`config.mk`:
```
export PLATFORM = sky130hd
export DESIGN_NAME = huc6280_mmu
export DESIGN_NICKNAME = d
export VERILOG_FILES = /design/src/rtl/huc_bus_pkg.sv /design/src/rtl/mpr_file.sv /design/src/rtl/huc6280_mmu.sv
export SDC_FILE = /design/constraint.sdc
export NUM_CORES = 1
export LEC_CHECK = 0
export BUFFER_PORTS_ARGS = -buffer_cell sky130_fd_sc_hd__buf_4
export CORE_MARGIN = 4
export CORE_UTILIZATION = 50
export CTS_CLUSTER_SIZE = 40
export DETAILED_ROUTE_END_ITERATION = 10
export GPL_ROUTABILITY_DRIVEN = 0
export PLACE_DENSITY_LB_ADDON = 0.1
export SLEW_MARGIN = 20
export SYNTH_ARGS = -nofsm -noshare
export SYNTH_HDL_FRONTEND = slang
export SYNTH_SLANG_ARGS = --single-unit
```
`constraint.sdc`:
```
create_clock -name clk -period 2.55 [get_ports clk]
set_input_delay 0.1275 -clock clk [delete_from_list [all_inputs] [get_ports clk]]
set_output_delay 0.1275 -clock clk [all_outputs]
set_load 0.01 [all_outputs]
```
`src/rtl/huc_bus_pkg.sv`:
```
`default_nettype none
// ============================================================================
//  Module      : huc_bus_pkg
//  Description : Shared bus-cycle states and bank/IO map constants for the
//                HuC6280 memory front end.
//  Revision    : 1.0 - initial release
// ============================================================================
package huc_bus_pkg;

    typedef enum logic [2:0] {
        ST_IDLE   = 3'd0,
        ST_ACCESS = 3'd1,
        ST_DATA   = 3'd2,
        ST_WAIT   = 3'd3,
        ST_DONE   = 3'd4
    } bus_state_t;

    localparam logic [7:0] c_ROM_LAST_BANK  = 8'hF7;
    localparam logic [7:0] c_RAM_FIRST_BANK = 8'hF8;
    localparam logic [7:0] c_RAM_LAST_BANK  = 8'hFB;
    localparam logic [7:0] c_IO_BANK        = 8'hFF;

    // IO page offset bits [12:10]
    localparam logic [2:0] c_IO_VDC   = 3'b000;
    localparam logic [2:0] c_IO_VCE   = 3'b001;
    localparam logic [2:0] c_IO_PSG   = 3'b010;
    localparam logic [2:0] c_IO_TIMER = 3'b011;
    localparam logic [2:0] c_IO_JOY   = 3'b100;

    localparam logic [7:0] c_OPEN_BUS = 8'hFF;

endpackage : huc_bus_pkg
`default_nettype wire

```
`src/rtl/mpr_file.sv`:
```
`default_nettype none
// ============================================================================
//  Module      : mpr_file
//  Description : Eight 8-bit MPR bank registers with TAM write, TMA OR-read
//                and combinational bank lookup for the current logical page.
//  Revision    : 1.0 - initial release
// ============================================================================
module mpr_file (
    input  logic       clk,
    input  logic       rst_n,
    input  logic       mpr_we,
    input  logic [7:0] mpr_mask,
    input  logic [7:0] mpr_wdata,
    input  logic [7:0] mpr_sel,
    input  logic [2:0] page,
    output logic [7:0] mpr_rdata,
    output logic [7:0] bank
);

    logic [7:0] r_mpr [8];

    always_ff @(posedge clk) begin
        if (!rst_n) begin
            for (int i = 0; i < 8; i++) r_mpr[i] <= 8'h00;
        end else if (mpr_we) begin
            for (int i = 0; i < 8; i++)
                if (mpr_mask[i]) r_mpr[i] <= mpr_wdata;
        end
    end

    always_comb begin
        mpr_rdata = 8'h00;
        for (int i = 0; i < 8; i++)
            if (mpr_sel[i]) mpr_rdata = mpr_rdata | r_mpr[i];
    end

    // Reads the pre-write value, so a same-cycle TAM never affects translation
    assign bank = r_mpr[page];

endmodule : mpr_file
`default_nettype wire

```
`src/rtl/huc6280_mmu.sv`:
```
`default_nettype none
// ============================================================================
//  Module      : huc6280_mmu
//  Description : HuC6280 bus front end: MPR address translation, chip-enable
//                decode and handshaked bus cycle with VDC/VCE wait states.
//  Revision    : 1.0 - initial release
// ============================================================================
module huc6280_mmu
    import huc_bus_pkg::*;
#(
    parameter logic [7:0] RAM_FIRST_BANK = c_RAM_FIRST_BANK,
    parameter logic [7:0] RAM_LAST_BANK  = c_RAM_LAST_BANK,
    parameter logic [7:0] IO_BANK        = c_IO_BANK,
    parameter logic [7:0] OPEN_BUS       = c_OPEN_BUS,
    parameter int         SLOW_WAIT      = 1
) (
    input  logic        clk,
    input  logic        rst_n,
    input  logic        cpu_req,
    input  logic        cpu_we,
    input  logic [15:0] cpu_addr,
    input  logic [7:0]  cpu_wdata,
    output logic [7:0]  cpu_rdata,
    output logic        cpu_ack,
    input  logic        high_speed,
    input  logic        mpr_we,
    input  logic [7:0]  mpr_mask,
    input  logic [7:0]  mpr_wdata,
    input  logic [7:0]  mpr_sel,
    output logic [7:0]  mpr_rdata,
    output logic [20:0] mem_addr,
    output logic [7:0]  mem_dout,
    input  logic [7:0]  mem_din,
    output logic        mem_re,
    output logic        mem_we,
    output logic        ce_n,
    output logic        cer_n,
    output logic        vdc_n,
    output logic        vce_n
);

    bus_state_t r_state, w_next;
    logic [7:0] w_bank;
    logic       w_is_rom, w_is_ram, w_is_io, w_is_vdc, w_is_vce, w_mapped, w_slow;
    logic       r_rom, r_ram, r_vdc, r_vce, r_mapped, r_we, r_slow;
    logic [2:0] r_wait_cnt;
    logic [20:0] r_mem_addr;
    logic [7:0]  r_mem_dout, r_cpu_rdata;

    mpr_file u_mpr (
        .clk       (clk),
        .rst_n     (rst_n),
        .mpr_we    (mpr_we),
        .mpr_mask  (mpr_mask),
        .mpr_wdata (mpr_wdata),
        .mpr_sel   (mpr_sel),
        .page      (cpu_addr[15:13]),
        .mpr_rdata (mpr_rdata),
        .bank      (w_bank)
    );

    always_comb begin
        w_is_rom = (w_bank <= c_ROM_LAST_BANK);
        w_is_ram = (w_bank >= RAM_FIRST_BANK) && (w_bank <= RAM_LAST_BANK);
        w_is_io  = (w_bank == IO_BANK);
        w_is_vdc = w_is_io && (cpu_addr[12:10] == c_IO_VDC);
        w_is_vce = w_is_io && (cpu_addr[12:10] == c_IO_VCE);
        w_mapped = w_is_rom || w_is_ram || w_is_io;
        w_slow   = (w_is_vdc || w_is_vce) && high_speed && (SLOW_WAIT > 0);
    end

    always_comb begin
        w_next = r_state;
        case (r_state)
            ST_IDLE:   if (cpu_req && !cpu_ack) w_next = ST_ACCESS;
            ST_ACCESS: w_next = ST_DATA;
            ST_DATA:   w_next = r_slow ? ST_WAIT : ST_DONE;
            ST_WAIT:   if (r_wait_cnt <= 3'd1) w_next = ST_DONE;
            ST_DONE:   w_next = ST_IDLE;
            default:   w_next = ST_IDLE;
        endcase
    end

    always_ff @(posedge clk) begin
        if (!rst_n) begin
            r_state     <= ST_IDLE;
            r_rom       <= 1'b0;
            r_ram       <= 1'b0;
            r_vdc       <= 1'b0;
            r_vce       <= 1'b0;
            r_mapped    <= 1'b0;
            r_we        <= 1'b0;
            r_slow      <= 1'b0;
            r_wait_cnt  <= 3'd0;
            r_mem_addr  <= 21'd0;
            r_mem_dout  <= 8'h00;
            r_cpu_rdata <= 8'h00;
        end else begin
            r_state <= w_next;
            if (r_state == ST_IDLE && w_next == ST_ACCESS) begin
                r_rom      <= w_is_rom;
                r_ram      <= w_is_ram;
                r_vdc      <= w_is_vdc;
                r_vce      <= w_is_vce;
                r_mapped   <= w_mapped;
                r_we       <= cpu_we;
                r_slow     <= w_slow;
                r_mem_addr <= {w_bank, cpu_addr[12:0]};
                r_mem_dout <= cpu_wdata;
            end
            if (r_state == ST_DATA) begin
                if (!r_we) r_cpu_rdata <= r_mapped ? mem_din : OPEN_BUS;
                if (r_slow) r_wait_cnt <= 3'(SLOW_WAIT);
            end
            if (r_state == ST_WAIT) r_wait_cnt <= r_wait_cnt - 3'd1;
        end
    end

    // Strobes and enables exist only in ACCESS, so each access is seen once
    assign mem_re    = (r_state == ST_ACCESS) && r_mapped && !r_we;
    assign mem_we    = (r_state == ST_ACCESS) && r_mapped && r_we;
    assign ce_n      = !((r_state == ST_ACCESS) && r_rom);
    assign cer_n     = !((r_state == ST_ACCESS) && r_ram);
    assign vdc_n     = !((r_state == ST_ACCESS) && r_vdc);
    assign vce_n     = !((r_state == ST_ACCESS) && r_vce);
    assign cpu_ack   = (r_state == ST_DONE);
    assign mem_addr  = r_mem_addr;
    assign mem_dout  = r_mem_dout;
    assign cpu_rdata = r_cpu_rdata;

endmodule : huc6280_mmu
`default_nettype wire

```
==> results.ini <==
[outcome]
status=completed

[placed_design]
io_buffers=113
dp_hpwl_mm=9.26

[die]
fp-row-count=36
die_y_microns=109
die_w_microns=109
initial_core_util_pct=51.8
ios=114
fp.coreArea_sq_um=9820
die_area_sq_um=11900

[timing]
rsz0062_at_grt=no
fin_crit_sh_pct=83.3
worst_slew_pin_slew_ps=661
post-route-min-period_ps=2120
slew_headroom_pct=55.6
max_freq_ghz=0.471
fin_worst_skew_ps=7.78
hold_viol_final=0
slew_viol_final=0
finalSetupTns_ps=0
setup_viol=0

[hold_path]
hp-class=input port to flop
hp-start=mpr_wdata[7]
min_path_cells=3
min_to=u_mpr.r_mpr[6][7]

[synth]
yosysWarnings=0
synth.avg_cell_area_sq_um=11.1
ys_top_cells_by_area=edfxtp_1, dfxtp_1, mux4_2
synth_nets=521
synth_cells=457
ys_ff_latch=114
ys_seq_area_share_pct=57.5
synth_cell_types=38
synth_area_sq_um=5090
synth_top_area_share_pct=37.8
synth.largest_area_cell=edfxtp_1

[grt]
grt_max_degree=42
grt-ovfl-total=0
antenna_found_initial=0
grt_pass1_wl_mm=21.7
grt_pass1_vias=4167
grt_usage_pct=24.8

[layout]
syn_to_final_growth_pct=34.2
layout_common_cells=buf_4, nand2_1, edfxtp_1
final_layout_size_suffix_gt1_share_pct=28.1
postLayoutCoreUtil_pct=69.5
fin_nets=659
mostFrequentLayoutCell=buf_4
diodes=0

[drt]
remaining_drc_errors=0
first_pass_iters=5
vias_per_cell=5.66
drt-total-wl_mm=14.1
drt_iter0_drc=351
drtAntennaViolNets=0
wl_per_cell_microns=19.1
vias=4195

[critical_path]
cpLargestDelayFamily=simple AND/OR/NAND/NOR gates
r2r_start=r_state[0]
crit_buf_inv=2
worstSetupStartpointType=flop
r2r_setup_slack_ps=760
r2r_end=r_mapped
critPathSlowestCell=nor3_1
crit_path_max_incr_delay_ps=530
critPathRequiredTime_ps=2420
cp-startpoint=r_state[0]
cp.arrival_ps=2000
worstSetupEndpointType=output port
worstSetupPathType=flop to output port
crit_path_max_fanout=9
crit_chain=inv_1 -> nor3_1 -> and3_1 -> buf_4
r2r.worst_path.cells=5

[clock_network]
cts_buffers=17
clkSinkCount=114
cts_resized=0
cts_tree=built
cts_root_buf=clkbuf_8
clk_latency_ps=520
cts.htree.levels=4
clk_path_buf_depth=2
cts_setup_buffers=0
clk_pin_slew_worst_paths_ps=60
cts_hold_buf=32

[pwr]
ir_drop_v=0.000445
p_int_uw=3580
switchingPower_uw=1240
seqPwrFrac_pct=45.2
combPwrFrac_pct=13.5
clkPwrFrac_pct=41.4
power_leakage_uw=0.00293
power_density_nw_per_um2=706
p_sw_share_pct=25.7
finalPower_uw=4820

[flow_run]
maxCapViolCount=0

## sequential cells by signal, summed over array words and instances, names as in the netlist
register     flops
r_rom            1
r_we             1
r_ram            1
r_mapped         1
r_vdc            1
r_vce            1
u_mpr.r_mpr     64
cpu_rdata        8
r_wait_cnt       3
mem_addr        21
mem_dout         8
r_slow           1
r_state          3
## worst max-delay path by stage
stage	end	slack, ps	cells past startpoint
2_1_floorplan	r_mapped	790	7
3_3_place_gp	r_mapped	790	5
3_5_place_dp	r_slow	740	6
4_1_cts	mem_we	430	4
5_1_grt	mem_re	240	5
6_report	mem_we	430	4
## worst reg2reg max path, stage by stage (launching register included)
cell and delay, ps:
dfxtp_1 390, nand2b_4 190, or3_1 370, nor4b_4 340, nand2_1 110, o31a_1 280
## area by class of cell
cell class	instances	area [sq um]
multi-input combinational	297	1960
timing repair buffer	151	1210
fill	737	2990
tap	133	166
inverter	14	52.6
sequential	114	2920
clock buffer	17	414
clock inverter	15	96.3
## cell usage after synthesis (all sizes together)
cell    instances
dfxtp          50
and3            1
ha              2
o21a            1
mux2i           7
nor3            2
nand4b          1
buf            12
a31oi           3
nor2           56
nand3           6
a21boi         23
nand4           8
nor4b           1
o21bai          1
edfxtp         64
mux2            1
o31a            1
nand3b          9
nand2b          2
or3             1
nor3b           2
o211a          16
a21oi           3
a22oi          33
nor2b           2
and2            1
o21ai           8
nand2          90
mux4           16
inv            14
clkbuf         20
## power groups by stage
stage / Sequential [uW] / Clock (uW) / Combinational (uW)
floorplan: 2200 / 0 / 339
global placement: 2200 / 0 / 594
detailed placement: 2210 / 0 / 607
CTS: 2170 / 2020 / 650
global route: 2190 / 2110 / 704
finish: 2180 / 1990 / 649
## routing by layer
| layer | part of all wire, % | wire length [microns] | global-route usage [%] | vias to the layer above |
|---|---|---|---|---|
| li1 | - | - | - | 1932 |
| met1 | 39 | 5470 | 29.0 | 2045 |
| met2 | 52 | 7410 | 44.5 | 197 |
| met3 | 7.6 | 1070 | 6.87 | 21 |
| met4 | 1.3 | 189 | 7.21 | 0 |
| met5 | 0 | 0 | 0 | - |
## metrics by stage
stage,hold WS (ps),instances,setup slack [ps],area (sq um)
finish,30.8,741,425,6830
global route,62.6,741,236,6830
CTS,18.8,741,430,6830
detailed placement,359,677,735,5990
global placement,348,677,792,5990
floorplan,240,457,789,5090
## cells by family (layout without fill, tap and decap cells)
kind of cell | after synthesis | in the layout | share of synthesized area [%]
fa+ha+maj | 2 | 2 | 0.492
mux | 24 | 24 | 8.68
simple gates | 182 | 182 | 15.9
flops | 114 | 114 | 57.5
compound gates | 89 | 89 | 13.3
buf+inv | 46 | 197 | 4.13
Note: power is estimated with default switching activity, not from simulation.
